[src/rtl/sha256_msg_schedule.sv]
// sha256_msg_schedule: SHA-256 message schedule; streams W0..W(NUM_ROUNDS-1) for one 512-bit block.
// Latency: block accepted at edge k, W0 valid in cycle k+1, then one word per accepted handshake.
// Backpressure: w_ready low freezes all outputs; blk_ready is high only while idle.
// Optional: define SHA256_SCHED_BSWAP_EN to byte-reverse each 32-bit input word on load.
module sha256_msg_schedule #(
  parameter int NUM_ROUNDS = 64
) (
  input  logic         clk,
  input  logic         reset,
  input  logic         blk_valid,
  output logic         blk_ready,
  input  logic [511:0] blk_data,
  input  logic         abort,
  output logic         w_valid,
  input  logic         w_ready,
  output logic [31:0]  w_data,
  output logic [5:0]   w_idx,
  output logic         w_last,
  output logic         done
);

  typedef enum logic {IDLE, RUN} state_t;

  localparam logic [5:0] LAST_IDX = 6'(NUM_ROUNDS - 1);

  state_t      state;
  logic [31:0] window [16];
  logic [31:0] next_word;

  function automatic logic [31:0] sigma0(input logic [31:0] x);
    return {x[6:0], x[31:7]} ^ {x[17:0], x[31:18]} ^ (x >> 3);
  endfunction

  function automatic logic [31:0] sigma1(input logic [31:0] x);
    return {x[16:0], x[31:17]} ^ {x[18:0], x[31:19]} ^ (x >> 10);
  endfunction

  // Input word ordering: big-endian by default, byte-reversed for little-endian sources.
  function automatic logic [31:0] load_word(input logic [31:0] w);
`ifdef SHA256_SCHED_BSWAP_EN
    return {w[7:0], w[15:8], w[23:16], w[31:24]};
`else
    return w;
`endif
  endfunction

  // Lookahead word entering the top of the window; still computed past W63 but never emitted.
  always_comb begin
    next_word = sigma1(window[14]) + window[9] + sigma0(window[1]) + window[0];
  end

  assign w_data = window[0];
  assign w_last = w_valid && (w_idx == LAST_IDX);

  // Control FSM with registered handshake outputs, plus the sliding 16-word window.
  always_ff @(posedge clk or posedge reset) begin
    if (reset) begin
      state     <= IDLE;
      w_idx     <= '0;
      w_valid   <= 1'b0;
      blk_ready <= 1'b0;
      done      <= 1'b0;
      for (int i = 0; i < 16; i++) window[i] <= '0;
    end else begin
      done <= 1'b0;
      case (state)
        IDLE: begin
          blk_ready <= 1'b1;
          if (blk_valid && blk_ready && !abort) begin
            for (int i = 0; i < 16; i++) window[i] <= load_word(blk_data[511-32*i -: 32]);
            w_idx     <= '0;
            w_valid   <= 1'b1;
            blk_ready <= 1'b0;
            state     <= RUN;
          end
        end
        RUN: begin
          if (abort) begin
            // Cancel wins over a simultaneous handshake; no completion pulse.
            state     <= IDLE;
            w_idx     <= '0;
            w_valid   <= 1'b0;
            blk_ready <= 1'b1;
          end else if (w_ready) begin
            if (w_idx == LAST_IDX) begin
              state     <= IDLE;
              w_idx     <= '0;
              w_valid   <= 1'b0;
              blk_ready <= 1'b1;
              done      <= 1'b1;
            end else begin
              for (int i = 0; i < 15; i++) window[i] <= window[i+1];
              window[15] <= next_word;
              w_idx      <= w_idx + 6'd1;
            end
          end
        end
        default: begin
          state     <= IDLE;
          w_valid   <= 1'b0;
          blk_ready <= 1'b0;
        end
      endcase
    end
  end

endmodule
[config.mk]
export PLATFORM = sky130hd
export DESIGN_NAME = sha256_msg_schedule
export DESIGN_NICKNAME = d
export VERILOG_FILES = /design/src/rtl/sha256_msg_schedule.sv
export SDC_FILE = /design/constraint.sdc
export NUM_CORES = 2
export LEC_CHECK = 0
export ABC_CLOCK_PERIOD_IN_PS = 35100
export CAP_MARGIN = 20
export CORE_MARGIN = 5
export CORE_UTILIZATION = 50
export DETAILED_ROUTE_END_ITERATION = 8
export DONT_BUFFER_PORTS = 1
export HOLD_SLACK_MARGIN = 0.08
export PLACE_DENSITY = 0.67
export SLEW_MARGIN = 20
export SYNTH_ARGS = -nofsm -noshare
export SYNTH_HDL_FRONTEND = slang
export SYNTH_SLANG_ARGS = --single-unit
[constraint.sdc]
create_clock -name clk -period 35.1 [get_ports clk]
set_input_delay 7.02 -clock clk [delete_from_list [all_inputs] [get_ports clk]]
set_output_delay 7.02 -clock clk [all_outputs]
set_load 0.05 [all_outputs]
Word level (Yosys, flattened, before mapping)
Cells that the tools add are included.

operators by class
  reductions and logical operators = 8
  equality and inequality tests = 7
  add/sub/neg operators = 4
  multiplexer cells = 29
  bitwise logic cells = 5

operator list
  kind                 count
  $mux 512             4
  $pmux 512 s2         1
  $add 32x32->32       3
  $xor 32x32->32       2
  $xor 32x22->32       1
  $xor 32x29->32       1
  $mux 6               4
  $mux 1               16
  $pmux 6 s2           1
  $ne 2x2->1 const B   4
  $add 6x1->6 const B  1
  $eq 6x6->1 const B   1
  $pmux 1 s2           3
  $reduce_and 2->1     2
  $reduce_and 4->1     1
  $logic_and 1x1->1    3
  $ne 3x2->1 const B   1
  $ne 3x3->1 const B   1
  $reduce_and 3->1     1
  $logic_not 1->1      1
  $not 1->1            1

storage, ports and cells
  logic and storage cells = 74
  input port bits = 517
  bits in registers = 522
  output and inout port bits = 42

Longest topological paths before layout
  depth after elaboration = 9
  mapped depth = 15
  depth with buffers taken out = 14

Worst setup path before layout
No wires, ideal clock.

  kind = flip-flop to output port
  start = reg w_idx[0]
  end = out w_last
  path buffers = 0
  arrival = 1.672 ns
  path slack = 26.408 ns
  data required time = 28.080 ns
  cell stages (with the launch flop) = 5
  cell sequence = dfrtp_1 -> ha_1 -> nand3_1 -> nor2_1 -> and2_1

between the ends
  cells in the longest elaborated chain, start to end = 2

RTL lines
  element                   RTL line  text
  start: declaration        17        output logic [5:0] w_idx,
  start signal: assignment  94        w_idx <= w_idx + 6'd1;
  $eq 6x6->1                53        assign w_last = w_valid && (w_idx == LAST_IDX);
  $logic_and 1x1->1         53
  end: declaration          18        output logic w_last,

No other way between the ends.

Final worst setup path
  start = in blk_valid
  end = reg window[229] in the netlist's numbering

between the ends
  cells in the longest elaborated chain, start to end = 4

RTL lines
  element                            RTL line  text
  start: declaration                 10        input logic blk_valid,
  $logic_and 1x1->1 (2 in a row)     69        if (blk_valid && blk_ready && !abort) begin
  $ne 2x2->1 (no source line)        --
  $reduce_and 4->1 (no source line)  --
  end: declaration                   27        logic [31:0] window [16];

No other way between the ends.
A chain may end at the register's enable or synchronous reset.

==> impl_metrics.ini <==
[placement]
portBuffers = 0
hpwl_mm = 72.4
gp_congestion = 0.951

[floorplan]
fp.dieW_um = 248
die_area_um2 = 61700
die_y_um = 248
rows = 87
ioPinCount = 559
initial_utilization_pct = 50.4
core_um2 = 56400

[synth]
yosys_warnings = 0
synth_top_area_share_pct = 45.9
synth.distinct_cells = 55
synth.area.top_cells = dfrtp_1 46%, mux2i_1 17%, o21ai_0 7.3%
synth_ff_type = dfrtp_1
syn_area_um2 = 28400
yosysSeqAreaShare_pct = 45.9
synth-edff-count = 0
synth_nets = 3514
synth_largest_area_cell = dfrtp_1
ys_async_sr_fraction_pct = 100
syn-instance-count = 2903
ys_ff_latch = 522
avgSynthCellArea_um2 = 9.79

[route]
drt_iter0_drc = 1721
ant_nets = 0
routed_wl_mm = 93.2
avgRoutedWirePerCell_um = 26.4
drc = 0
first_pass_iters = 6
num_vias = 20123
via_per_inst = 5.71

[final_layout]
drive_gt1_share_pct = 3.70
area_growth_pct = 6.13
fin_util_pct = 53.5
fillerInstances = 5144
num-nets-final = 3328

[run_status]
status = finished, final reports clean

[setup_path]
slowest_delay_ps = 790
critPathBufInv = 4
arrival_ps = 11170
worst-path-stages = 7
crit_type = in2reg
crit_path_top_delay_cell = buf_4
cpMostUsedCell = buf_4
startpoint_type = primary input
critical-path-top-delay-family = buffers and inverters
crit_chain = nand3_1, a21o_4, buf_4, buf_4, buf_6, buf_4, o21ai_0
rr_worst_depth = 8
critPathMaxFanout = 137
cp-end-kind = register
cp.required_ps = 35530

[timing]
finalClockSkew_ps = 17.1
worst_pin_slew_ps = 1250
min_period_over_period_pct = 30.6
report.final.slew_viol_count = 0
hold_viol = 0
max_freq_ghz = 0.0931
maxSlewHeadroom_pct = 16.4
rsz0062_at_grt = no
setup_viol = 0
period_minus_slack_ps = 10740
final.setup.tns_ps = 0

[power_and_ir_drop]
leakage_nw = 13.4
ir_drop_v = 0.000112
power.density_nw_per_um2 = 122

[clocking]
clock_latency_ps = 610
cts_tree = built
hold_buffers = 0
clk_pin_slew_worst_paths_ps = 60
cts_setup_buffers = 0
htreeDepth = 2
clockBufferDepth = 3
cts.repair.resized = 0
cts_root_buf = clkbuf_16
cts_buffers = 54
numClockSinks = 522

[grt]
grt_usage_pct = 29.2
antenna_found_initial = 24
overflow = 0
grt_pass1_wl_mm = 136
grt_pass1_vias = 20292
grt_max_degree = 280

[worst_hold_path]
hp-class = reg2reg
holdPathStages = 1

[job]
cap_violations = 0
[registers in the layout, summed over array words and instances, names as in the netlist]
register,flops
blk_ready,1
done,1
state,1
w_data,32
w_idx,6
w_valid,1
window,480
[per-stage QoR]
step,total power [mW],worst slack [ps],hold slack (ps),cells,instance area (um2)
6_report,3.68,24360,479,3524,30200
2_1_floorplan,2.48,13500,449,2903,28400
4_1_cts,3.67,24220,481,3511,30100
3_5_place_dp,3.08,23550,468,3417,28400
3_3_place_gp,3.05,23720,460,3417,28400
5_1_grt,3.95,23910,494,3516,30200
[cell families after synthesis]
kind of cell	synth area share, %
buffers and inverters	5.78
xor gates and xnor gates	4.56
DFF	45.9
AOI/OAI and AO/OA	12.3
and+or+nand+nor	8.55
muxes	17.1
adders and majority gates	5.77
[cells in the mapped netlist (all sizes together), types with 2 or more instances]
cell	number
mux2i	487
o31ai	3
o211ai	6
a21boi	3
clkbuf	162
nor2	33
a31oi	8
or2	2
a21o	19
o22ai	3
nand2	526
fa	62
nand4	10
o21ai	534
buf	96
xnor2	94
dfrtp	522
nand2b	3
and2	4
nor4	2
nand3	5
and4	2
a211oi	3
a32oi	2
nor3	7
a21oi	59
and3	10
ha	32
nand3b	2
inv	126
o21bai	5
xor2	54
o21a	2
[worst paths after layout]
check	to	start	slack, ps
max	window[229]	blk_valid	24360
min	window[14]	window[14]	480
max reg2reg	window[229]	state	29350
min reg2reg	window[14]	window[14]	480
max in group asynchronous	window[443]	reset	26550
min in group asynchronous	window[260]	reset	6390
[routing by layer]
| metal | up-vias | GRT usage, % | routed length [um] |
|---|---|---|---|
| li1 | 9404 | - | - |
| met4 | 24 | 8.39 | 2880 |
| met2 | 741 | 45.6 | 42700 |
| met3 | 158 | 10.4 | 8820 |
| met1 | 9796 | 38.9 | 38600 |
| met5 | - | 0 | 147 |
[cell type report]
cell class	count	area [um2]	area share, %
well taps	756	946	3.13
flip-flops and latches	522	13100	43.3
clock buffers	77	1490	4.93
repair buffers	16	194	0.643
diodes	13	32.5	0.108
multi-input cells	1997	13700	45.5
inverters	126	480	1.59
clock inverters	17	225	0.746
[report_power, final]
part	switching (mW)	internal [mW]
Clock	0.244	0.324
Combinational	1.30	0.808
Sequential	0.231	0.768
[worst register-to-register path, cell delays in order (launching register included)]
cell     delay [ps]
dfrtp_4         790
inv_1           480
nand3_1         400
a21o_4          580
buf_4           710
buf_4           800
buf_6           720
buf_4           810
o21ai_0         310
[layout by cell type, fill, tap and decap left out, types with 10 or more instances in the layout]
master,instances
nand2_1,526
dfrtp_1,521
mux2i_1,487
o21ai_0,412
inv_1,125
o21ai_1,121
xnor2_1,94
fa_1,62
a21oi_1,58
xor2_1,54
clkbuf_16,54
nor2_1,33
ha_1,32
a21o_1,18
clkbuf_1,18
diode_2,13
and3_1,10
nand4_1,10
Note: power is estimated with default switching activity, not from simulation.
